`config.mk`:
```
export PLATFORM = sky130hd
export DESIGN_NAME = mem_loader
export DESIGN_NICKNAME = d
export VERILOG_FILES = /design/src/rtl/mem_loader_pkg.sv /design/src/rtl/mem_loader.sv
export SDC_FILE = /design/constraint.sdc
export NUM_CORES = 1
export LEC_CHECK = 0
export CAP_MARGIN = 0
export CORE_MARGIN = 5
export CORE_UTILIZATION = 56
export CTS_BUF_LIST = sky130_fd_sc_hd__clkbuf_4 sky130_fd_sc_hd__clkbuf_8 sky130_fd_sc_hd__clkbuf_16
export CTS_CLUSTER_SIZE = 30
export DETAILED_ROUTE_END_ITERATION = 10
export GPL_ROUTABILITY_DRIVEN = 0
export GPL_TIMING_DRIVEN = 0
export HOLD_SLACK_MARGIN = 0.08
export PLACE_DENSITY = 0.85
export RECOVER_POWER = 25
export SLEW_MARGIN = 20
export SYNTH_ARGS = -nofsm -noshare
export SYNTH_HDL_FRONTEND = slang
export SYNTH_SLANG_ARGS = --single-unit
```
`constraint.sdc`:
```
create_clock -name clock -period 3.55 [get_ports clock]
set_input_delay 0.355 -clock clock [delete_from_list [all_inputs] [get_ports clock]]
set_output_delay 0.355 -clock clock [all_outputs]
set_load 0.02 [all_outputs]
```
`src/rtl/mem_loader_pkg.sv`:
```
// Shared definitions for the image loader: FSM encoding and stream header layout.
package mem_loader_pkg;

    typedef enum logic [2:0] {
        StIdle,
        StLen,
        StData,
        StFlush,
        StDone
    } state_e;

    // HEADER word fields
    localparam int unsigned TGT_BIT  = 15;
    localparam int unsigned AUTO_BIT = 14;
    localparam int unsigned RSVD_HI  = 13;
    localparam int unsigned RSVD_LO  = 8;

    // Target select values
    localparam logic TGT_IMEM = 1'b0;
    localparam logic TGT_DMEM = 1'b1;

    // A header is usable only when every reserved bit is zero.
    function automatic logic hdr_ok(input logic [15:0] w);
        return ~|w[RSVD_HI:RSVD_LO];
    endfunction

endpackage

```
`src/rtl/mem_loader.sv`:
```
// Streams HEADER, COUNT and N data words from the host into imem or dmem.
// It holds the processor disabled during the load and can pulse its start input afterwards.
module mem_loader
    import mem_loader_pkg::*;
#(
    parameter int unsigned DATA_W = 16,
    parameter int unsigned ADDR_W = 8
) (
    input  logic              clock,
    input  logic              reset,
    input  logic [DATA_W-1:0] in_data,
    input  logic              in_valid,
    output logic              in_ready,
    output logic              imem_we,
    output logic              dmem_we,
    output logic [ADDR_W-1:0] mem_addr,
    output logic [DATA_W-1:0] mem_wdata,
    output logic              proc_enable,
    output logic              proc_start,
    output logic              busy,
    output logic              err
);

    state_e            state_q, state_d;
    logic              alive_q;
    logic              tgt_q;
    logic              auto_q;
    logic [ADDR_W-1:0] addr_q;
    logic [ADDR_W:0]   cnt_q;      // one extra bit so N=256 fits
    logic              imem_we_q, dmem_we_q;
    logic [ADDR_W-1:0] mem_addr_q;
    logic [DATA_W-1:0] mem_wdata_q;
    logic              proc_enable_q, proc_start_q, err_q;
    logic              xfer;
    logic              hdr_valid;
    logic              last_word;

    assign xfer      = in_valid & in_ready;
    assign hdr_valid = hdr_ok(in_data[15:0]);
    assign last_word = (cnt_q == {{ADDR_W{1'b0}}, 1'b1});

    // State register
    always_ff @(posedge clock or negedge reset) begin
        if (!reset) begin
            state_q <= StIdle;
        end else begin
            state_q <= state_d;
        end
    end

    // Next-state logic
    always_comb begin
        state_d = state_q;
        case (state_q)
            StIdle:  if (xfer && hdr_valid) state_d = StLen;
            StLen:   if (xfer) state_d = StData;
            StData:  if (xfer && last_word) state_d = StFlush;
            StFlush: state_d = StDone;
            StDone:  state_d = StIdle;
            default: state_d = StIdle;
        endcase
    end

    // Handshake and status outputs decoded from state
    always_comb begin
        // alive_q keeps in_ready low while reset is held and until the first edge afterwards
        in_ready = alive_q && (state_q == StIdle || state_q == StLen || state_q == StData);
        busy     = (state_q == StLen || state_q == StData || state_q == StFlush);
    end

    // Datapath: header latch, counters, registered write port and processor controls
    always_ff @(posedge clock or negedge reset) begin
        if (!reset) begin
            alive_q       <= 1'b0;
            tgt_q         <= TGT_IMEM;
            auto_q        <= 1'b0;
            addr_q        <= '0;
            cnt_q         <= '0;
            imem_we_q     <= 1'b0;
            dmem_we_q     <= 1'b0;
            mem_addr_q    <= '0;
            mem_wdata_q   <= '0;
            proc_enable_q <= 1'b0;
            proc_start_q  <= 1'b0;
            err_q         <= 1'b0;
        end else begin
            alive_q      <= 1'b1;
            imem_we_q    <= 1'b0;
            dmem_we_q    <= 1'b0;
            proc_start_q <= 1'b0;
            case (state_q)
                StIdle: begin
                    if (xfer) begin
                        if (hdr_valid) begin
                            tgt_q         <= in_data[TGT_BIT];
                            auto_q        <= in_data[AUTO_BIT];
                            addr_q        <= in_data[ADDR_W-1:0];
                            err_q         <= 1'b0;
                            proc_enable_q <= 1'b0;
                        end else begin
                            err_q <= 1'b1;
                        end
                    end
                end
                StLen: begin
                    if (xfer) begin
                        cnt_q <= {1'b0, in_data[ADDR_W-1:0]} + {{ADDR_W{1'b0}}, 1'b1};
                    end
                end
                StData: begin
                    if (xfer) begin
                        imem_we_q   <= (tgt_q == TGT_IMEM);
                        dmem_we_q   <= (tgt_q == TGT_DMEM);
                        mem_addr_q  <= addr_q;
                        mem_wdata_q <= in_data;
                        addr_q      <= addr_q + {{(ADDR_W-1){1'b0}}, 1'b1};
                        cnt_q       <= cnt_q - {{ADDR_W{1'b0}}, 1'b1};
                    end
                end
                StFlush: begin
                    // Registered here so both become visible during DONE
                    proc_enable_q <= 1'b1;
                    proc_start_q  <= auto_q;
                end
                default: ;
            endcase
        end
    end

    assign imem_we     = imem_we_q;
    assign dmem_we     = dmem_we_q;
    assign mem_addr    = mem_addr_q;
    assign mem_wdata   = mem_wdata_q;
    assign proc_enable = proc_enable_q;
    assign proc_start  = proc_start_q;
    assign err         = err_q;

endmodule

```
==> impl_results.md, run 1 <==
* Status: finished clean
* Crit path DAT at roughly 1.7 ns
* Static leakage at 1.38 nW
* Die ar. at 6170 um2
* Pin slew with the least headroom to its limit at 0.646 ns
* Worst-Skew Late Latency at 0.31 ns
* GRT Overall Usage at between 20% and 30%
* Grt total ovfl at 0
* Tot Pwr at roughly 1.7 mW
* Resized cells post-CTS at 0
* Drc violations at 0
* Final HPWL DP at about 4.2 mm
* Cell Area, Synth at between 2000 and 3000 um2
* RR Startpoint: cnt_q[0]
* RR Endpoint: cnt_q[6]
* # IOs at 50
* IO buf count at 48
* Drt pass-1 iters at 4
* Crit start category: flip-flop
* Core ar. at roughly 4600 um2
* Max cap viols at 0
* R2r setup slk at roughly 1.6 ns
* Avg Vias per Cell at around 5.9
* Final setup TNS at 0 ns
* CTS Root Buffer Type: clkbuf_8
* Antenna Cells at 0
* Htree depth at 2
* P&R area growth vs syn at 24.4%
* Top-area cell type share of the netlist area at 49.4%
* Initial antenna violation count at 0
* Layout Skew at a little under 0.006 ns
* Row cnt at 25
* Hold buffers post-CTS at 0
* Final #Nets at between 300 and 400
* Relative slew slack at between 50% and 60%
* Register area share after synthesis at between 40% and 50%
* Worst setup EP type: output port
* Net Count, Synth at roughly 260
* Cell Pwr Density at ~520 nW/um2
* FF+latch count, synth at 52
* Max VDD drop at between 0.4 and 0.5 mV
* Crit Path Max Fanout at 10
* Area contributors post-synth: dfrtp_1 (49%), mux2_2 (11%), nor2_1 (3.0%)
* Reg2Reg Depth at 6
* Max Buffers Root-to-Sink at 2
* Number of synthesized flops with an enable pin at 0
* Post-Route WL at roughly 5.9 mm
* DR vias at 2032
* Setup bufs post-CTS at 0
* Worst Path Required at 3.19 ns
* Largest net degree at the start of global routing at 53
* Clk slew on worst S/H paths at around 0.09 ns
* Pins Over Slew Limit at 0
* DRT iter0 DRCs at around 130
* Final Util at 70.8%
* First-pass GRT wire length at between 10 and 15 mm
* Minimum hold slack at between 0.04 and 0.05 ns
* Final setup viols at 0
* Share of layout cells above drive strength 1 at between 10% and 20%
* Initial Utilization at 56.9%
* Hold violation count in the final report at 0
* Routed len/inst at ~17 um
* Fraction of registers with async set/reset at 100%
* Syn avg cell area at about 11 um2
* Vias in the first global route at between 2k and 2.5k
* Post-layout min period at 2.09 ns
* F_max at between 400 and 500 MHz
* Count of cell types in the netlist at 51
* Main synth FF type: dfrtp_1
* TritonCTS clock tree: built
* Tcrit/Tclk final at between 50 and 60%
* YS warnings at 0
* Cell taking the most area after synthesis: dfrtp_1
* CTS sink cnt at 52
* Die width at approximately 79 um
* Worst hold path class: in2async
* CTS Buf Count at 5
* Critical path class: reg2out
* Die extent in y at between 70 and 80 um
* DRT antenna net count at 0
* RSZ-0062 raised after global routing: false
* Gate Count Post-Synth at 234
-- cells in the mapped netlist (3+ instances only) --
master and count:
xor2_1 4, nand4_1 4, o21ai_0 12, o211ai_1 5
inv_1 5, mux2_2 25, dfrtp_1 52, o22ai_1 4
a21oi_1 10, buf_2 3, a2bb2oi_1 6, ha_1 4
nor2_1 21, buf_6 6, nand3_1 6, nor3_1 8
a211oi_1 4, nand2_1 14
-- registers in the layout, summed over array words and instances, names as in the netlist --
register / cells
tgt_q: 1
proc_enable: 1
mem_addr: 8
cnt_q: 9
err: 1
proc_start: 1
imem_we: 1
auto_q: 1
alive_q: 1
dmem_we: 1
state_q: 3
addr_q: 8
mem_wdata: 16
-- logic make-up (layout without fill, tap and decap cells) --
kind of cell | count (synthesis) | count (layout) | synth area share, %
AO/OA/AOI/OAI | 54 | 54 | 14.0
multiplexers | 26 | 26 | 11.1
buffers and inverters | 18 | 74 | 4.99
adder cells (fa/ha/maj) | 4 | 4 | 1.90
other | 1 | 1 | 0.142
flip-flops | 52 | 52 | 49.4
XOR/XNOR | 6 | 6 | 2.00
AND/OR/NAND/NOR | 73 | 73 | 16.5
-- placed cells by master (no fill, tap or decap), types with 3 or more instances in the layout --
cell / n
dfrtp_1: 52
clkdlybuf4s50_1: 47
mux2_2: 25
nor2_1: 21
nand2_1: 14
o21ai_0: 12
a21oi_1: 10
nor3_1: 8
buf_6: 6
a2bb2oi_1: 6
nand3_1: 6
clkbuf_8: 6
inv_1: 5
o211ai_1: 5
nand4_1: 4
a211oi_1: 4
o22ai_1: 4
xor2_1: 4
ha_1: 4
buf_2: 3
-- metrics by stage --
stage,worst slack (ns),cells,instance area [um2]
after floorplan,1.81,234,2630
after global placement,0.616,336,3180
after detailed placement,1.25,336,3180
after CTS,1.43,344,3280
after global routing,1.36,344,3280
final,1.46,344,3280
-- layer usage --
layer | part of all wire (%) | global-route usage (%) | vias to the layer above | wire (um)
li1 | - | - | 960 | -
met4 | 1.9 | 6.99 | 0 | 110
met1 | 43 | 27.2 | 1004 | 2560
met2 | 50 | 34.6 | 55 | 2980
met5 | 0 | 0 | - | 0
met3 | 4.6 | 4.36 | 13 | 274
-- power breakdown --
group / internal [mW] / switching [mW] / leakage (nW)
combinational: 0.264 / 0.247 / 0.708
sequential: 0.720 / 0.118 / 0.621
clock: 0.166 / 0.195 / 0.0479
-- cell type report --
cell class | instances | area (um2)
Multi-Input combinational cell | 164 | 1200
Clock buffer | 7 | 90.1
Tap cell | 54 | 67.6
Sequential cell | 52 | 1300
Timing Repair Buffer | 48 | 478
Fill cell | 341 | 1350
Inverter | 5 | 18.8
Buffer | 13 | 113
Clock inverter | 1 | 7.51
-- worst max-delay path, cell delays in order (launching register included) --
cell	delay, ns
dfrtp_1	0.40
buf_8	0.15
nand2_1	0.10
and3b_2	0.18
clkdlybuf4s50_1	0.60
-- worst max path at each step --
stage	from	end	slack, ns	cells after the start
after floorplan	cnt_q[0]	cnt_q[6]	1.81	6
after global placement	reset	mem_wdata[3]	0.62	1
after detailed placement	in_data[9]	auto_q	1.25	5
after CTS	state_q[0]	in_ready	1.43	4
after global routing	state_q[0]	in_ready	1.36	4
final	state_q[0]	in_ready	1.46	4
Power figures use the tool's default switching activity.
==> run 2, diff against run 1 <==
--- a/config.mk
+++ b/config.mk
@@ -7,14 +7,14 @@
 export LEC_CHECK = 0
 export CAP_MARGIN = 0
 export CORE_MARGIN = 5
-export CORE_UTILIZATION = 56
+export CORE_UTILIZATION = 47
 export CTS_BUF_LIST = sky130_fd_sc_hd__clkbuf_4 sky130_fd_sc_hd__clkbuf_8 sky130_fd_sc_hd__clkbuf_16
 export CTS_CLUSTER_SIZE = 30
 export DETAILED_ROUTE_END_ITERATION = 10
 export GPL_ROUTABILITY_DRIVEN = 0
 export GPL_TIMING_DRIVEN = 0
 export HOLD_SLACK_MARGIN = 0.08
-export PLACE_DENSITY = 0.85
+export PLACE_DENSITY = 0.76
 export RECOVER_POWER = 25
 export SLEW_MARGIN = 20
 export SYNTH_ARGS = -nofsm -noshare
==> constraint.sdc (replaced) <==
create_clock -name clock -period 1.9 [get_ports clock]
set_input_delay 0.19 -clock clock [delete_from_list [all_inputs] [get_ports clock]]
set_output_delay 0.19 -clock clock [all_outputs]
set_load 0.02 [all_outputs]
==> run 2 against run 1 <==
  * Final cell count rose by 4.9%
  * Via count decreased by 0.89%
  * Critical path type is now reg2reg
  * Total power increased by 90%
  * Global-route usage shrank 3.6 points
  * Largest cell class unchanged
  * Design area rose by 1.5%
  * Clock power grew 100%
  * Register-to-register slack got worse by 1.5 ns
  * Highest routed layer unchanged
  * Critical path depth grew 2
  * First-iteration DRC count increased by 37%
==> impl_results.md, run 2 (synthesis gave the netlist of run 1 again) <==
* Crit start category: flip-flop (unchanged)
* Routed len/inst at 16.4 um (was 17.2 um)
* Post-Route WL at 5.91 mm (was 5.93 mm)
* Initial Utilization at 48.1% (was 56.9%)
* Worst Path Required at 2.09 ns (was 3.19 ns)
* Cell Pwr Density at 978 nW/um2 (was 522 nW/um2)
* RR Startpoint: state_q[0] (was cnt_q[0])
* Pins Over Slew Limit at 0 (unchanged)
* CTS sink cnt at 52 (unchanged)
* DRT iter0 DRCs at 182 (was 133)
* Critical path class: reg2reg (was reg2out)
* TritonCTS clock tree: built (unchanged)
* Max cap viols at 0 (unchanged)
* Final worst slack at 0.124 ns (was 1.46 ns)
* CTS Buf Count at 5 (unchanged)
* Final #Nets at 313 (was 312)
* DRT antenna net count at 0 (unchanged)
* CP Capture Point: mem_wdata[8] (was in_ready)
* Die extent in y at 84.9 um (was 78.6 um)
* Clk slew on worst S/H paths at 0.09 ns (about the same)
* Status: finished clean (unchanged)
* DR vias at 2014 (was 2032)
* Final HPWL DP at 4.16 mm (was 4.17 mm)
* Tcrit/Tclk final at between 90% and 100%
* Pin slew with the least headroom to its limit at 0.663 ns (was 0.646 ns)
* Max VDD drop at 0.788 mV (was 0.406 mV)
* Post-layout min period at about 1.8 ns
* Die width at 84.9 um (was 78.6 um)
* Row cnt at 27 (was 25)
* GRT Overall Usage at 17.3% (was 20.9%)
* Drc violations at 0 (unchanged)
* IO buf count at 48 (unchanged)
* Placed Cells at 354 (was 336)
* DP Worst Slack at -0.252 ns (was 1.25 ns)
* Reg2Reg Depth at 6 (unchanged)
* Worst setup EP type: flip-flop (was output port)
* Crit path DAT at 1.97 ns (was 1.74 ns)
* Final instance area at 3330 um2 (was 3280 um2)
* Minimum hold slack at 0.400 ns (was 0.0495 ns)
* CTS Root Buffer Type: clkbuf_8 (unchanged)
* Final Util at 60.8% (was 70.8%)
* Final setup TNS at 0 ns (unchanged)
* Hold violation count in the final report at 0 (unchanged)
* Final non-filler cell total at 361 (was 344)
* F_max at roughly 560 MHz
* Avg Vias per Cell at 5.58 (was 5.91)
* Cell area after placement at 3200 um2 (was 3180 um2)
* Antenna Cells at 0 (unchanged)
* Max Buffers Root-to-Sink at 2 (unchanged)
* Layout Skew at 0.00558 ns (was 0.00592 ns)
* Most frequent cells in the layout: dfrtp_1 (51), clkdlybuf4s50_1 (46), mux2_2 (25) (was dfrtp_1 (52), clkdlybuf4s50_1 (47), mux2_2 (25))
* Max reg flops at 16 (unchanged)
* Share of layout cells above drive strength 1 at 20.1% (was 19.7%)
* Worst Hold Launch: in_data[4]
* Htree depth at 2 (unchanged)
* First-pass GRT wire length at 10.0 mm (was 10.2 mm)
* R2r setup slk at 0.12 ns (was 1.63 ns)
* Vias in the first global route at 2009 (was 2082)
* Crit Path Max Fanout at 10 (unchanged)
* Final setup viols at 0 (unchanged)
* Static leakage at 1.39 nW (was 1.38 nW)
* Relative slew slack at 55.8% (was 56.9%)
* Die ar. at 7200 um2 (was 6170 um2)
* Worst setup path start: state_q[0] (unchanged)
* RR Endpoint: mem_wdata[8] (was cnt_q[6])
* P&R area growth vs syn at 26.3% (was 24.4%)
* Initial antenna violation count at 0 (unchanged)
* Tot Pwr at 3.25 mW (was 1.71 mW)
* Commonest non-fill, non-tap cell in the layout: dfrtp_1 (unchanged)
* Core ar. at 5470 um2 (was 4630 um2)
* Worst-Skew Late Latency at 0.30 ns (was 0.31 ns)
* Largest net degree at the start of global routing at 53 (unchanged)
* Setup bufs post-CTS at 0 (unchanged)
* Grt total ovfl at 0 (unchanged)
* Drt pass-1 iters at 4 (unchanged)
* RSZ-0062 raised after global routing: false (unchanged)
* # IOs at 50 (unchanged)
* Worst hold path class: in2reg (was in2async)
[run 2: cell types whose count changed in the layout (fill, tap and decap cells not counted), sizes merged]
cell / before / now
clkbuf: 9 / 8
buf: 12 / 11
dlygate4sd2: 0 / 1
dlygate4sd3: 0 / 1
bufinv: 0 / 1
clkdlybuf4s50: 47 / 46
clkinvlp: 1 / 0
[run 2: where the power goes]
part	internal (mW)	switching, mW	total, mW
logic	0.497	0.463	0.960
registers	1.35	0.223	1.57
clock network	0.378	0.345	0.723
total	2.22	1.03	3.25
[run 2: worst max-delay path, stage by stage, from the launching register on]
cell	delay, ns
dfrtp_1	0.39
buf_8	0.15
nand2b_1	0.21
nor2_1	0.15
clkbuf_4	0.25
buf_6	0.17
mux2_2	0.33
[run 2: cell type report]
| type | instances | area, um2 |
|---|---|---|
| Sequential cell | 52 | 1300 |
| Timing Repair Buffer | 49 | 487 |
| Multi-Input combinational cell | 164 | 1210 |
| Clock inverter | 1 | 30.0 |
| Fill cell | 474 | 2150 |
| Clock buffer | 5 | 68.8 |
| Inverter | 5 | 18.8 |
| Buffer | 13 | 115 |
| Tap cell | 72 | 90.1 |
[run 2: worst min path at each step]
stage                     to  depth (start not counted)
2_1_floorplan      addr_q[0]                          0
3_3_place_gp         imem_we                          1
6_report           addr_q[4]                          3
5_1_grt         mem_wdata[4]                          2
3_5_place_dp   mem_wdata[10]                          1
4_1_cts            addr_q[4]                          3
[run 2: repair_timing]
action,CTS,global route
hold buffers,1,0
setup endpoints to repair,2,8
hold endpoints to repair,52,0
pin swaps,0,0
gates resized for setup,2,4
[run 2: metal layers]
layer / GRT usage, % / vias up / part of all wire [%]
met5: 0 / - / 0
met4: 5.76 / 0 / 1.6
met3: 3.50 / 9 / 3.3
met2: 29.3 / 44 / 51
met1: 22.3 / 996 / 44
li1: - / 965 / -
